## src/rtl/uart_rx.sv

```systemverilog
// uart_rx: 8N1 UART receiver with centre sampling, a valid/ready output and framing/overrun pulses.
// Define UART_RX_PARITY_EN to expect an even-parity bit between data and stop (8E1).
module uart_rx #(
    parameter int CLKS_PER_BIT = 4
) (
    input  logic       clk,
    input  logic       reset,
    input  logic       rx_pin,
    output logic [7:0] rx_data,
    output logic       rx_valid,
    input  logic       rx_ready,
    output logic       frame_err,
    output logic       overrun,
    output logic       parity_err,
    output logic [2:0] dbg_state
);

    localparam int CW = $clog2(CLKS_PER_BIT);
    localparam logic [CW-1:0] CNT_MAX = CW'(CLKS_PER_BIT - 1);
    // The counter reads 0 one cycle after t0, so CLKS_PER_BIT/2 - 1 lands on each bit centre.
    localparam logic [CW-1:0] CNT_SAMPLE = CW'(CLKS_PER_BIT / 2 - 1);

    typedef enum logic [2:0] {
        S_IDLE      = 3'd0,
        S_START     = 3'd1,
        S_DATA      = 3'd2,
`ifdef UART_RX_PARITY_EN
        S_PARITY    = 3'd3,
`endif
        S_STOP      = 3'd4,
        S_WAIT_IDLE = 3'd5
    } state_e;

    state_e        state_q, state_d;
    logic          sync1_q, sync1_d;
    logic          sync2_q, sync2_d;
    logic [CW-1:0] cnt_q, cnt_d;
    logic [3:0]    bit_idx_q, bit_idx_d;
    logic [7:0]    shift_q, shift_d;
    logic [7:0]    rx_data_q, rx_data_d;
    logic          rx_valid_q, rx_valid_d;
    logic          frame_err_q, frame_err_d;
    logic          overrun_q, overrun_d;
`ifdef UART_RX_PARITY_EN
    logic          par_bit_q, par_bit_d;
    logic          parity_err_q, parity_err_d;
`endif

    logic rx_s;
    logic sample;

    assign rx_s   = sync2_q;
    assign sample = (cnt_q == CNT_SAMPLE);

    // Handshake: a byte transfers in any cycle where rx_valid & rx_ready are both high;
    // rx_data stays stable while rx_valid is high and rx_ready is ignored while rx_valid is low.
    always_comb begin
        state_d     = state_q;
        sync1_d     = rx_pin;
        sync2_d     = sync1_q;
        cnt_d       = (state_q == S_IDLE || cnt_q == CNT_MAX) ? '0 : cnt_q + 1'b1;
        bit_idx_d   = bit_idx_q;
        shift_d     = shift_q;
        rx_data_d   = rx_data_q;
        rx_valid_d  = (rx_valid_q && rx_ready) ? 1'b0 : rx_valid_q;
        frame_err_d = 1'b0;
        overrun_d   = 1'b0;
`ifdef UART_RX_PARITY_EN
        par_bit_d    = par_bit_q;
        parity_err_d = 1'b0;
`endif
        case (state_q)
            S_IDLE: begin
                if (!rx_s) state_d = S_START;
            end
            S_START: begin
                if (sample) begin
                    if (rx_s) begin
                        state_d = S_IDLE;
                    end else begin
                        state_d   = S_DATA;
                        bit_idx_d = 4'd0;
                    end
                end
            end
            S_DATA: begin
                if (sample) begin
                    shift_d   = {rx_s, shift_q[7:1]};
                    bit_idx_d = bit_idx_q + 4'd1;
`ifdef UART_RX_PARITY_EN
                    if (bit_idx_q == 4'd7) state_d = S_PARITY;
`else
                    if (bit_idx_q == 4'd7) state_d = S_STOP;
`endif
                end
            end
`ifdef UART_RX_PARITY_EN
            S_PARITY: begin
                if (sample) begin
                    par_bit_d = rx_s;
                    state_d   = S_STOP;
                end
            end
`endif
            S_STOP: begin
                if (sample) begin
                    if (rx_s) begin
                        state_d = S_IDLE;
`ifdef UART_RX_PARITY_EN
                        parity_err_d = (^shift_q) ^ par_bit_q;
`endif
                        if (!rx_valid_q || rx_ready) begin
                            rx_data_d  = shift_q;
                            rx_valid_d = 1'b1;
                        end else begin
                            overrun_d = 1'b1;
                        end
                    end else begin
                        frame_err_d = 1'b1;
                        state_d     = S_WAIT_IDLE;
                    end
                end
            end
            S_WAIT_IDLE: begin
                if (rx_s) state_d = S_IDLE;
            end
            default: state_d = S_IDLE;
        endcase
    end

    always_ff @(posedge clk) begin
        if (reset) begin
            state_q     <= S_IDLE;
            sync1_q     <= 1'b1;
            sync2_q     <= 1'b1;
            cnt_q       <= '0;
            bit_idx_q   <= 4'd0;
            shift_q     <= 8'h00;
            rx_data_q   <= 8'h00;
            rx_valid_q  <= 1'b0;
            frame_err_q <= 1'b0;
            overrun_q   <= 1'b0;
`ifdef UART_RX_PARITY_EN
            par_bit_q    <= 1'b0;
            parity_err_q <= 1'b0;
`endif
        end else begin
            state_q     <= state_d;
            sync1_q     <= sync1_d;
            sync2_q     <= sync2_d;
            cnt_q       <= cnt_d;
            bit_idx_q   <= bit_idx_d;
            shift_q     <= shift_d;
            rx_data_q   <= rx_data_d;
            rx_valid_q  <= rx_valid_d;
            frame_err_q <= frame_err_d;
            overrun_q   <= overrun_d;
`ifdef UART_RX_PARITY_EN
            par_bit_q    <= par_bit_d;
            parity_err_q <= parity_err_d;
`endif
        end
    end

    assign rx_data   = rx_data_q;
    assign rx_valid  = rx_valid_q;
    assign frame_err = frame_err_q;
    assign overrun   = overrun_q;
    assign dbg_state = state_q;
`ifdef UART_RX_PARITY_EN
    assign parity_err = parity_err_q;
`else
    assign parity_err = 1'b0;
`endif

endmodule
```

## config.mk

```make
export PLATFORM = sky130hd
export DESIGN_NAME = uart_rx
export DESIGN_NICKNAME = d
export VERILOG_FILES = /design/src/rtl/uart_rx.sv
export SDC_FILE = /design/constraint.sdc
export NUM_CORES = 1
export LEC_CHECK = 0
export BUFFER_PORTS_ARGS = -buffer_cell sky130_fd_sc_hd__clkbuf_2
export CORE_MARGIN = 5
export CORE_UTILIZATION = 59
export DETAILED_ROUTE_END_ITERATION = 16
export PLACE_DENSITY = 0.87
export SLEW_MARGIN = 20
export SYNTH_ARGS = -nofsm -noshare
export SYNTH_HDL_FRONTEND = slang
export SYNTH_SLANG_ARGS = --single-unit
```

## constraint.sdc

```tcl
create_clock -name clk -period 3.15 [get_ports clk]
set_clock_uncertainty 0.1 [all_clocks]
set_input_delay 0.315 -clock clk [delete_from_list [all_inputs] [get_ports clk]]
set_output_delay 0.315 -clock clk [all_outputs]
set_load 0.01 [all_outputs]
```

==> results.md, run 1 <==
- Status: finished, final reports clean
- Flops & latches, synth: 30
- R2R setup slack: 1.30 ns
- Crit path arrival time: 1.97 ns
- Diodes inserted: 0
- Post-synth ARST share: 0%
- Count leader, synth: dfxtp_1
- Share of cells above drive strength 1: 22.67%
- Vias in the first global route: 902
- IO buf count: 17
- Pre-antenna DRT Iters: 4
- Post-synthesis sequential area ratio: a little under half
- First-pass GRT wire length: 4015 um
- Share of the synthesized area in the top cell type: 45.58%
- Top FF cell, synth: dfxtp_1
- Fin. Hold Viols: 0
- Min Hold Slack: 0.07849 ns
- Final instance area: 0.001456 sq mm
- Insertion delay to the later sink of the worst-skew pair: roughly 0.32 ns
- Cell Area, Synth: ~0.0013 sq mm
- Antenna violations before repair: 0
- Net count, final: 156
- Leak: 0.5121 nW
- Setup TNS: 0 ns
- Tmin final: approximately 1.8 ns
- Yosys top cell by area: dfxtp_1
- Worst VDD drop: 325.0 uV
- Die extent in x: approximately 57 um
- Die Footprint: 0.003278 sq mm
- Filler instances: 189
- Pin count of the biggest net entering global routing: 39
- R2r startpoint: cnt_q[0]$_SDFF_PP0_
- Cts hold-fix bufs: 0
- RSZ-0062 raised after global routing: no
- Syn_nets: 139
- DRC viols: 0
- Synth area leaders: dfxtp_1 (46%), mux2i_1 (12%), nand2b_1 (9.5%)
- Cell count of the worst hold path: 2
- P per Cell Area: around 440 mW/mm^2
- Detail Route Antenna Nets: 0
- Synth top cells by count: dfxtp_1 (30), nand2b_1 (20), mux2i_1 (16)
- Rel. slew slack: 61.53%
- CTS H-tree depth: 2
- Max Cap Viol: 0
- Synth Warn #: 0
- GRT Total Usage: 15.69%
- RD Place Congestion: 0.6983
- CP Launch Type: register
- Final period utilization: between 50% and 60%
- Synth Instances: between 100 and 150
- Rows: 17
- EDFF count, synth: 0
- Clock slew at the register clock pins of the worst setup and hold paths: 0.10 ns
- Iter 0 DRT Violations: 16
- Wire per inst: about 12 um
- DP Wirelength: 1502 um
- Average size of a mapped cell: 9.981 sq um
- Worst EP required: 3.27 ns
- Root buf cell: clkbuf_4
- Total clock sinks: 30
- Core area: ~0.0022 sq mm
- Critical Path End: bit_idx_q[3]$_SDFFE_PP0P_
- GRT Residual Overflow: 0
- Final-report max-slew violation count: 0
- Max Root-Sink Buffers: 2
- Worst-Margin Slew: 0.5770 ns
- Resized Gates After CTS: 0
- Critical path capture point type: register
- Final core utilization: 67.13%
- Final Setup Violations: 0
- Hold Path Class: input port to register
- Placed Area: around 0.0014 sq mm
- R2R cell count: 4
- Setup crit start: cnt_q[0]$_SDFF_PP0_
- Setup bufs post-CTS: 0
- Fmax: 542.0 MHz
- Unique masters post-synth: 34
- CP max FO: 14
- Die Span Y: 57.26 um
- CTS tree: yes
- Vias: 939
- TritonCTS buffer count: 5
- Reg2reg end: bit_idx_q[3]$_SDFFE_PP0P_
- Starting Density: 60.73%
- Crit path kind: register to register
- I/O pins: 19
- Synthesis-to-finish area growth: 10.54%
- Via density: 5.275
- Routed WL: approximately 2200 um
[state kept, by name, indices dropped and copies added (netlist names), 2 cells and up]
register,cells
rx_data,8
shift_q,8
bit_idx_q,4
dbg_state,3
cnt_q,2
[report_power, final]
group / total, mW / internal, mW / switching (mW)
sequential: 0.384 / 0.381 / 0.00297
combinational: 0.0206 / 0.0103 / 0.0103
clock: 0.236 / 0.107 / 0.129
[metrics by stage]
step                      setup slack [ns]  instances  power [mW]
after CTS                            1.315        178      0.6500
after floorplan                      1.662        132      0.4101
after global routing                 1.191        178      0.6733
final                                1.305        178      0.6410
after global placement               1.463        170      0.4132
after detailed placement             1.352        170      0.4133
[cell type report]
type / count / area, sq um / area share, %
multi-input combinational: 90 / 649.4 / 44.59
sequential: 30 / 600.6 / 41.24
timing repair buffer: 18 / 92.59 / 6.357
clock buffer: 6 / 51.30 / 3.522
tap: 28 / 35.03 / 2.405
inverter: 4 / 15.01 / 1.031
clock inverter: 2 / 12.51 / 0.8591
[metal layers]
layer | wire (um) | share of wire [%] | track usage (%)
met1 | 992 | 46 | 18.46
met2 | 1040 | 48 | 25.45
met3 | 97 | 4.5 | 5.882
met4 | 31 | 1.4 | 6.954
met5 | 0 | 0 | 0
[kinds of logic after synthesis]
logic type	after synthesis	share of synthesized area [%]
other	1	0.2846
muxes	16	12.16
buffers and inverters	12	5.127
DFF	30	45.58
adders and majority gates	3	2.849
AOI/OAI and AO/OA	17	9.687
and+or+nand+nor	53	24.31
[critical path, cell delays in order (launching register included)]
cell and delay (ns):
dfxtp_1 0.37, ha_1 0.29, and4bb_2 0.52, a41oi_1 0.18
a311oi_1 0.30
[cell usage in the layout (no fill, tap or decap), types with 2 or more instances in the layout]
| cell type | netlist | routed |
|---|---|---|
| a311oi_1 | 3 | 3 |
| nor3_1 | 3 | 3 |
| dfxtp_1 | 30 | 30 |
| or2_2 | 3 | 3 |
| nand2_1 | 2 | 2 |
| nand2b_1 | 20 | 20 |
| ha_1 | 3 | 3 |
| inv_1 | 4 | 4 |
| clkbuf_2 | 0 | 17 |
| nor2_1 | 11 | 11 |
| nand3_1 | 2 | 2 |
| mux2i_1 | 16 | 16 |
| a21oi_1 | 4 | 4 |
| o21ai_0 | 3 | 3 |
| nor2b_1 | 3 | 3 |
| clkbuf_4 | 0 | 5 |
[worst min path at each step]
stage                         end                from  slack (ns)
2_1_floorplan     rx_s$_SDFF_PP1_  sync1_q$_SDFF_PP1_        0.29
3_3_place_gp      rx_s$_SDFF_PP1_  sync1_q$_SDFF_PP1_        0.30
3_5_place_dp      rx_s$_SDFF_PP1_  sync1_q$_SDFF_PP1_        0.30
4_1_cts        sync1_q$_SDFF_PP1_              rx_pin        0.06
5_1_grt        sync1_q$_SDFF_PP1_              rx_pin        0.05
6_report       sync1_q$_SDFF_PP1_              rx_pin        0.08
Power figures use the tool's default switching activity.
==> inputs of run 2 (changes only) <==
Settings changed: CORE_UTILIZATION 59 to 55, PLACE_DENSITY 0.87 to 0.82.
Clock period 3.15 ns to 1.8 ns, I/O delays scaled along.
==> run 2 against run 1 <==
Effect of this change:
- global-route usage fell by 0.28 points
- combinational power rose by 95%
- non-clock buffer count rose by 3
- first-iteration DRC count rose by 38%
- register-to-register slack got worse by 1.1 ns
==> results.md, run 2 (same netlist as run 1, synthesis figures left out) <==
- Status: finished, final reports clean
- Tmin final: 1.627 ns (-0.2181 ns)
- Reg power frac: 59.2% (-0.7 points)
- Critical Path End: shift_q[1]$_SDFFE_PP0P_
- Routed WL: 2372 um (+9.8%)
- Vias in the first global route: 928 (+2.9%)
- Pre-CTS setup slack: 0.1334 ns (-1.219 ns)
- CTS H-tree depth: 2 (unchanged)
- Fmax: 614.6 MHz (+13%)
- CTS tree: yes
- Die Span Y: 58.95 um (+3.0%)
- Clock network fraction of total power: 37.3% (+0.5 points)
- Crit path arrival time: 1.73 ns (-0.24 ns)
- CP Launch Type: register
- Wire per inst: 13.10 um (+7.9%)
- Die extent in x: 58.95 um (+3.0%)
- Setup WS post-layout: 0.1730 ns (-1.132 ns)
- R2R cell count: 5 (+1)
- Die Footprint: 0.003475 sq mm (+6.0%)
- IO buf count: 17 (unchanged)
- DP Wirelength: 1717 um (+14%)
- Via density: 5.425 (+2.8%)
- Final-report max-slew violation count: 0 (unchanged)
- Int Pwr: 875.6 uW (+76%)
- DRC viols: 0 (unchanged)
- Sw Share: 22.90% (+0.71 points)
- Synthesis-to-finish area growth: 13.58%
- Diodes inserted: 0 (unchanged)
- Net count, final: 159 (+1.9%)
- First-pass GRT wire length: 3974 um (-1.0%)
- R2r startpoint: cnt_q[0]$_SDFF_PP0_
- Pre-antenna DRT Iters: 4 (unchanged)
- Comb pwr share: 3.5% (+0.3 points)
- Worst VDD drop: 742.0 uV (+130%)
- Critical path capture point type: register
- Starting Density: 58.44% (-2.3 points)
- Pwr Total: 1.136 mW (+77%)
- R2R setup slack: 0.17 ns (-1.13 ns)
- Min Hold Slack: 0.06252 ns (-0.01596 ns)
- Core area: 0.002255 sq mm (+3.9%)
- Setup TNS: 0 ns (unchanged)
- Placed Area: 0.001420 sq mm (+2.0%)
- Insertion delay to the later sink of the worst-skew pair: 0.33 ns (about the same)
- Antenna violations before repair: 0 (unchanged)
- Leak: 0.5281 nW (+3.1%)
- Hold Path Class: input port to register
- Clock slew at the register clock pins of the worst setup and hold paths: 0.10 ns (about the same)
- I/O pins: 19 (unchanged)
- Root buf cell: clkbuf_4
- Worst EP required: 1.91 ns (-1.36 ns)
- Switching power: 260.1 uW (+83%)
- TritonCTS buffer count: 5 (unchanged)
- RSZ-0062 raised after global routing: no
- Setup bufs post-CTS: 0 (unchanged)
- Final instance area: 0.001496 sq mm (+2.7%)
- Rows: 17 (unchanged)
- GRT Total Usage: 15.41% (-0.28 points)
- Fin. Hold Viols: 0 (unchanged)
- CP max FO: 8 (-6)
- Commonest non-fill, non-tap cells in the layout: dfxtp_1 (30), nand2b_1 (20), clkbuf_2 (17), mux2i_1 (16), nor2_1 (11)
- Detail Route Antenna Nets: 0 (unchanged)
- Total clock sinks: 30 (unchanged)
- Max Cap Viol: 0 (unchanged)
- Share of cells above drive strength 1: 24.18% (+1.5 points)
- Max Root-Sink Buffers: 2 (unchanged)
- RD Place Congestion: 0.7202 (+3.1%)
- Setup crit start: cnt_q[0]$_SDFF_PP0_
- Final period utilization: 90.39% (+32 points)
- Pin count of the biggest net entering global routing: 22 (-44%)
- Crit path kind: register to register
- Reg2reg end: shift_q[1]$_SDFFE_PP0P_
- Most common cell after layout, fill and taps aside: dfxtp_1
- P per Cell Area: 759.0 mW/mm^2 (+72%)
- GRT Residual Overflow: 0 (unchanged)
- Final Setup Violations: 0 (unchanged)
- Vias: 982 (+4.6%)
- Iter 0 DRT Violations: 22 (+6)
==> run 2: how the worst min path moves through the flow <==
| stage | startpoint | endpoint | slack, ns | cells after the start |
|---|---|---|---|---|
| 2_1_floorplan | rx_pin | sync1_q$_SDFF_PP1_ | 0.18 | 1 |
| 3_3_place_gp | rx_pin | sync1_q$_SDFF_PP1_ | 0.27 | 2 |
| 3_5_place_dp | rx_pin | sync1_q$_SDFF_PP1_ | 0.27 | 2 |
| 4_1_cts | rx_ready | overrun$_SDFF_PP0_ | 0.04 | 3 |
| 5_1_grt | rx_ready | overrun$_SDFF_PP0_ | 0.05 | 3 |
| 6_report | rx_ready | overrun$_SDFF_PP0_ | 0.06 | 3 |
==> run 2: metrics by stage <==
step / instances / utilization, %
after CTS: 181 / 66.26
after floorplan: 132 / -
after detailed placement: 172 / 62.99
after global routing: 181 / 66.37
final: 181 / 66.37
after global placement: 172 / 62.99
==> run 2: critical path, cell delays in order, from the launching register on <==
cell      delay [ns]
dfxtp_1         0.37
ha_2            0.26
and4bb_2        0.37
buf_12          0.16
mux2i_1         0.19
nor2_1          0.06
==> run 2: repair_timing <==
action,in CTS,in global routing
gates resized for setup,0,1
hold buffers,1,0
hold endpoints to repair,1,0
setup endpoints to repair,0,4
==> run 2: layout make-up <==
cell class                 count  area, sq um
tap                           28        35.03
clock buffer                   6        51.30
multi-input combinational     90        651.9
inverter                       4        15.01
sequential                    30        600.6
fill                         190        758.2
clock inverter                 2        12.51
timing repair buffer          21        130.1
==> run 2: routing by layer <==
metal	vias to the layer above	track usage, %	part of all wire [%]
met4	0	10.68	2.3
met3	4	3.947	5.4
met5	-	0	0
li1	498	-	-
met1	460	17.20	43
met2	20	25.39	49
==> run 2: power groups by stage <==
| stage | sequential (mW) | combinational (mW) | clock, mW |
|---|---|---|---|
| 2_1_floorplan | 0.687 | 0.0308 | 0 |
| 3_3_place_gp | 0.688 | 0.0370 | 0 |
| 3_5_place_dp | 0.688 | 0.0381 | 0 |
| 4_1_cts | 0.672 | 0.0401 | 0.438 |
| 5_1_grt | 0.674 | 0.0436 | 0.476 |
| 6_report | 0.673 | 0.0401 | 0.423 |
